`src/rtl/region_attr_table.sv`:
```
// rtl/region_attr_table.sv - runtime-programmable physical-memory attribute table
//
// Holds NrRules base/length/attr rules (reset from parameters, rewritable
// through a request/grant register port) and answers address lookups with a
// registered one-cycle result under valid/ready flow control.
//
// Ports:
//   clk_i, rst_i                 clock, asynchronous active-high reset
//   cfg_req_i, cfg_we_i          register request, 1 = write / 0 = read
//   cfg_idx_i, cfg_field_i       rule index; field 0 base, 1 length, 2 attr, 3 reserved
//   cfg_wdata_i                  write data (attr uses [3:0] = {lock, cached, exec, nonidem})
//   cfg_gnt_o                    grant, same cycle as request
//   cfg_rvalid_o, cfg_rdata_o    response one cycle after grant, zero-extended read data
//   cfg_err_o                    error, qualified by cfg_rvalid_o
//   lk_valid_i, lk_ready_o       lookup request handshake
//   lk_addr_i                    lookup address
//   lk_valid_o, lk_ready_i       lookup result handshake
//   lk_hit_o, lk_idx_o           matched flag and lowest matching rule index
//   lk_attr_o                    {cached, exec, nonidem}, DefaultAttr on a miss
module region_attr_table #(
  parameter int unsigned                    NrRules     = 3,
  parameter int unsigned                    AddrWidth   = 64,
  parameter logic [NrRules*AddrWidth-1:0]   RstBase     = '0,
  parameter logic [NrRules*AddrWidth-1:0]   RstLength   = '0,
  parameter logic [NrRules*4-1:0]           RstAttr     = '0,
  parameter logic [2:0]                     DefaultAttr = 3'b000,
  localparam int unsigned                   IdxWidth    = (NrRules > 1) ? $clog2(NrRules) : 1
) (
  input  logic                 clk_i,
  input  logic                 rst_i,
  input  logic                 cfg_req_i,
  input  logic                 cfg_we_i,
  input  logic [IdxWidth-1:0]  cfg_idx_i,
  input  logic [1:0]           cfg_field_i,
  input  logic [AddrWidth-1:0] cfg_wdata_i,
  output logic                 cfg_gnt_o,
  output logic                 cfg_rvalid_o,
  output logic [AddrWidth-1:0] cfg_rdata_o,
  output logic                 cfg_err_o,
  input  logic                 lk_valid_i,
  output logic                 lk_ready_o,
  input  logic [AddrWidth-1:0] lk_addr_i,
  output logic                 lk_valid_o,
  input  logic                 lk_ready_i,
  output logic                 lk_hit_o,
  output logic [IdxWidth-1:0]  lk_idx_o,
  output logic [2:0]           lk_attr_o
);

  logic [AddrWidth-1:0] base_q   [NrRules];
  logic [AddrWidth-1:0] length_q [NrRules];
  logic [3:0]           attr_q   [NrRules];

  // Selected rule for the register port; an out-of-range index selects nothing.
  logic [AddrWidth-1:0] sel_base;
  logic [AddrWidth-1:0] sel_length;
  logic [3:0]           sel_attr;
  logic                 idx_ok;
  logic                 field_ok;
  logic                 cfg_err_d;
  logic                 wr_en;
  logic [AddrWidth-1:0] rd_val;

  always_comb begin
    sel_base   = '0;
    sel_length = '0;
    sel_attr   = '0;
    for (int i = 0; i < NrRules; i++) begin
      if (cfg_idx_i == IdxWidth'(i)) begin
        sel_base   = base_q[i];
        sel_length = length_q[i];
        sel_attr   = attr_q[i];
      end
    end
  end

  assign idx_ok    = 32'(cfg_idx_i) < NrRules;
  assign field_ok  = cfg_field_i != 2'd3;
  // The lock bit blocks every write to its rule, attr included, so only reset clears it.
  assign cfg_err_d = !idx_ok || !field_ok || (cfg_we_i && sel_attr[3]);
  assign wr_en     = cfg_req_i && cfg_we_i && !cfg_err_d;
  assign cfg_gnt_o = cfg_req_i;

  always_comb begin
    rd_val = '0;
    case (cfg_field_i)
      2'd0:    rd_val = sel_base;
      2'd1:    rd_val = sel_length;
      2'd2:    rd_val = AddrWidth'(sel_attr);
      default: rd_val = '0;
    endcase
  end

  always_ff @(posedge clk_i or posedge rst_i) begin
    if (rst_i) begin
      for (int i = 0; i < NrRules; i++) begin
        base_q[i]   <= RstBase[i*AddrWidth +: AddrWidth];
        length_q[i] <= RstLength[i*AddrWidth +: AddrWidth];
        attr_q[i]   <= RstAttr[i*4 +: 4];
      end
    end else if (wr_en) begin
      for (int i = 0; i < NrRules; i++) begin
        if (cfg_idx_i == IdxWidth'(i)) begin
          case (cfg_field_i)
            2'd0:    base_q[i]   <= cfg_wdata_i;
            2'd1:    length_q[i] <= cfg_wdata_i;
            2'd2:    attr_q[i]   <= cfg_wdata_i[3:0];
            default: ;
          endcase
        end
      end
    end
  end

  always_ff @(posedge clk_i or posedge rst_i) begin
    if (rst_i) begin
      cfg_rvalid_o <= 1'b0;
      cfg_err_o    <= 1'b0;
      cfg_rdata_o  <= '0;
    end else begin
      cfg_rvalid_o <= cfg_req_i;
      cfg_err_o    <= cfg_req_i && cfg_err_d;
      cfg_rdata_o  <= (cfg_req_i && !cfg_we_i && !cfg_err_d) ? rd_val : '0;
    end
  end

  // Match logic: scanning from the top index down lets the lowest match win.
  // The unsigned modular difference makes a rule that wraps past the top of
  // the address space match across the wrap.
  logic                 hit_d;
  logic [IdxWidth-1:0]  idx_d;
  logic [2:0]           attr_d;
  logic [AddrWidth-1:0] offset;

  always_comb begin
    hit_d  = 1'b0;
    idx_d  = '0;
    attr_d = DefaultAttr;
    offset = '0;
    for (int i = NrRules - 1; i >= 0; i--) begin
      offset = lk_addr_i - base_q[i];
      if ((length_q[i] != '0) && (offset < length_q[i])) begin
        hit_d  = 1'b1;
        idx_d  = IdxWidth'(i);
        attr_d = attr_q[i][2:0];
      end
    end
  end

  assign lk_ready_o = !lk_valid_o || lk_ready_i;

  // Output stage holds its contents during a stall; table writes do not
  // refresh a held result.
  always_ff @(posedge clk_i or posedge rst_i) begin
    if (rst_i) begin
      lk_valid_o <= 1'b0;
      lk_hit_o   <= 1'b0;
      lk_idx_o   <= '0;
      lk_attr_o  <= DefaultAttr;
    end else if (lk_valid_i && lk_ready_o) begin
      lk_valid_o <= 1'b1;
      lk_hit_o   <= hit_d;
      lk_idx_o   <= idx_d;
      lk_attr_o  <= attr_d;
    end else if (lk_ready_i) begin
      lk_valid_o <= 1'b0;
    end
  end

endmodule

```
`config.mk`:
```
export PLATFORM = sky130hd
export DESIGN_NAME = region_attr_table
export DESIGN_NICKNAME = d
export VERILOG_FILES = /design/src/rtl/region_attr_table.sv
export SDC_FILE = /design/constraint.sdc
export NUM_CORES = 2
export LEC_CHECK = 0
export CAP_MARGIN = 40
export CORE_MARGIN = 1.5
export CORE_UTILIZATION = 33
export CTS_CLUSTER_SIZE = 14
export DETAILED_ROUTE_END_ITERATION = 6
export SLEW_MARGIN = 25
export SYNTH_ARGS = -nofsm -noshare
export SYNTH_HDL_FRONTEND = slang
export SYNTH_SLANG_ARGS = --single-unit
export TNS_END_PERCENT = 1
```
`constraint.sdc`:
```
create_clock -name clk_i -period 18.3 [get_ports clk_i]
set_clock_uncertainty 0.2 [all_clocks]
set_input_delay 4.575 -clock clk_i [delete_from_list [all_inputs] [get_ports clk_i]]
set_output_delay 4.575 -clock clk_i [all_outputs]
set_load 0.005 [all_outputs]
```
==> flow_summary.json <==
{
  "timing.final.crit_period_ns": 11.53,
  "holdWs_ns": 0.2580,
  "rr_endpoint": "lk_attr_o[1]$_DFFE_PP0P_",
  "dpl.hpwl_mm": 110.2,
  "cts.sinks": 469,
  "rsz0062_at_grt": "no",
  "viasPerCell": 5.643,
  "ff_latch_area_um2": 11740,
  "synthFlopType": "dfrtp_1",
  "use_met1_pct": 33.24,
  "cp_max_fo": 5,
  "ys_warn_count": 0,
  "setup_tns_ns": 0,
  "via_count": 32924,
  "firstDrtPassIters": 6,
  "routedWlPerCell_um": 24.09,
  "hp-class": "reg -> reg",
  "ctsResizeCount": 0,
  "max_stage_delay_ns": 0.85,
  "leakagePower_uw": 0.01919,
  "crit_arrival_ns": 11.85,
  "chipWidth_um": 333.9,
  "p_per_area_nw_per_um2": 122.3,
  "period_share_pct": 63.03,
  "ir_worst_vdd_uv": 71.41,
  "multi_input_area_um2": 22050,
  "io_buffers": 212,
  "cts_tree": "yes",
  "netlist_instances": 4250,
  "grt_overflow": 0,
  "crit_top_cell": "o21ai_0",
  "nNetsFinal": 4890,
  "core_area_um2": 108700,
  "fillers": 11100,
  "hold_violations": 0,
  "cts_setup_buffers": 0,
  "clk_pin_slew_ns": 0.06,
  "cts-buffers-inserted": 57,
  "rrSetupSlack_ns": 10.87,
  "maxCapViolations": 0,
  "ys_seq_area_share_pct": 32.48,
  "ys_ff_latch": 469,
  "cts-root-buf": "clkbuf_16",
  "grt_max_degree": 142,
  "avgSynthCellArea_um2": 8.501,
  "cpMaxStageDelayCell": "o21ai_0",
  "end_kind": "flip-flop",
  "path_class": "in -> reg",
  "drc": 0,
  "ant_nets": 0,
  "ios": 213,
  "drtIter0Drc": 3186,
  "slew_violations": 0,
  "setup_viol": 0,
  "tightest_slew_ns": 1.041,
  "holdPathEnd": "attr_q[11]$_DFFE_PP0P_",
  "dieHeight_um": 333.9,
  "crit-reg2reg-launch": "base_q[0]$_DFFE_PP0P_",
  "grtUsageMet3_pct": 2.975,
  "hp-start": "attr_q[11]$_DFFE_PP0P_",
  "drive_above_1_share_pct": 7.266,
  "die-area_um2": 111500,
  "finalWirelength_mm": 140.6,
  "required_ns": 18.61,
  "syn_to_final_growth_pct": 15.72,
  "grt_util_met2_pct": 40.80,
  "syn-num-nets": 4769,
  "first_global_vias": 31512,
  "h-tree-depth": 2,
  "grt_antenna_before_repair": 6,
  "holdPathStages": 1,
  "hold_buffers": 0,
  "clock_latency_ns": 0.69,
  "relSlewSlack_pct": 29.86,
  "synth.cell_area_um2": 36130,
  "status": "finished, final reports clean",
  "grt_pass1_wl_mm": 208.2,
  "gp_congestion": 1.005,
  "ctsLongestPathBuffers": 3,
  "async_flop_share_pct": 100.0,
  "rows": 121,
  "start_util_pct": 33.24,
  "synth_edf_count": 0,
  "power_uw": 5115,
  "r2r_cells": 24,
  "crit_path_start_kind": "input pin",
  "busiest_layer": "met2",
  "synth_cell_type_count": 88,
  "max_freq_mhz": 86.70,
  "grt_use_total_pct": 24.74
}
## per-stage QoR
stage                     instances  utilization, %  worst slack (ns)  area [um^2]
after floorplan                4250               -            0.4443        36130
after global placement         5710           36.38             6.329        39550
after detailed placement       5721           36.53             6.260        39710
after CTS                      5827           38.39             6.922        41730
after global routing           5833           38.46             6.500        41810
final                          5835           38.46             6.766        41810
## layer usage
metal	up-vias	share of wire (%)
met1	16124	43
li1	15367	-
met3	242	6.4
met5	-	0.016
met4	4	3.8
met2	1187	46
## layout make-up
| class | instances | area share, % |
|---|---|---|
| Tap cell | 1414 | 4.231 |
| Clock buffer | 81 | 3.938 |
| Timing Repair Buffer | 258 | 6.176 |
| Inverter | 437 | 3.941 |
| Multi-Input combinational cell | 3148 | 52.73 |
| Clock inverter | 25 | 0.8918 |
| Sequential cell | 469 | 28.07 |
| Antenna cell | 3 | 0.01795 |
## critical path: cells and delay by family
family	cells	cell delay, ns
AO/OA/AOI/OAI	11	3.42
AND/OR/NAND/NOR	8	2.16
buffers and inverters	3	0.59
adder cells (fa/ha/maj)	3	0.92
XOR/XNOR	1	0.16
## cells in the mapped netlist (22+ instances only)
master    count  area share [%]
mux2i_1     134             3.7
buf_1        24            0.25
nor2_1      246             2.6
inv_1       437             4.5
nor3_1       33            0.46
a21o_1      137             2.8
and3_1       34            0.59
mux2_2      141             4.4
clkbuf_1    138             1.4
nor4_1       64             1.1
nand2b_1     30            0.52
o21ai_0     393             5.4
ha_1        378              13
a21oi_1     329             4.6
o211ai_1     22            0.46
nor2b_1      35            0.61
nand2_1     426             4.4
xor2_1       60             1.5
a211oi_1    153             3.2
buf_2        30            0.42
o21bai_1     32            0.66
nand3_1      50            0.69
xnor2_1     120             2.9
dfrtp_1     469              32
nand4_1      77             1.3
o21a_1       29            0.60
a31oi_1      33            0.57
## sequential cells by signal (all words and copies together), names as in the netlist
name,cells
base_q,192
length_q,192
cfg_rdata_o,64
attr_q,12
lk_attr_o,3
lk_idx_o,2
cfg_err_o,1
cfg_rvalid_o,1
lk_hit_o,1
lk_valid_o,1
## layout by cell type (no fill, tap or decap), types with 10 or more instances in the layout
master / Yosys / layout
nand4_1: 77 / 77
nand3_1: 50 / 50
mux2_2: 141 / 141
nand2b_1: 30 / 29
a21oi_1: 329 / 329
xor2_1: 60 / 60
a211oi_1: 153 / 153
a21o_1: 137 / 137
a21boi_0: 13 / 13
nor3_1: 33 / 32
xnor2_1: 120 / 120
clkbuf_16: 0 / 57
and4_1: 10 / 10
dfrtp_1: 469 / 469
mux2i_1: 134 / 134
clkbuf_1: 138 / 11
inv_1: 437 / 436
nor2_1: 246 / 246
o21bai_1: 32 / 32
and3_1: 34 / 34
ha_1: 378 / 378
o211ai_1: 22 / 22
o21ai_0: 393 / 393
buf_4: 1 / 30
o21a_1: 29 / 29
clkbuf_8: 0 / 14
nor4_1: 64 / 61
nor2b_1: 35 / 34
clkdlybuf4s50_1: 0 / 209
and2_1: 11 / 11
nand2_1: 426 / 425
a31oi_1: 33 / 33
## how the worst max path moves through the flow
stage,depth (start not counted),slack (ns),to,from
finish,26,6.77,lk_attr_o[1]$_DFFE_PP0P_,lk_addr_i[0]
global route,26,6.50,lk_attr_o[1]$_DFFE_PP0P_,lk_addr_i[0]
CTS,26,6.92,lk_attr_o[0]$_DFFE_PP0P_,lk_addr_i[0]
detailed placement,25,6.26,lk_hit_o$_DFFE_PP0P_,lk_addr_i[0]
global placement,24,6.33,lk_hit_o$_DFFE_PP0P_,lk_addr_i[0]
floorplan,1,0.44,attr_q[0]$_DFFE_PP0P_,rst_i
## kinds of logic (layout without fill, tap and decap cells)
group	after synthesis	count (layout)	share of synthesized area (%)
DFF	469	469	32.48
muxes	275	275	8.107
and+or+nand+nor	1052	1052	13.48
AOI/OAI and AO/OA	1260	1260	21.61
xor gates and xnor gates	180	180	4.363
buffers and inverters	633	801	6.701
adders and majority gates	381	381	13.26
other	0	3	0
## power by group
group          internal, uW  leakage (uW)  switching, uW
clock                   751      0.000989            503
sequential             1230       0.00569            201
combinational           966        0.0125           1460
No activity file was read; power rests on OpenSTA's default activity.
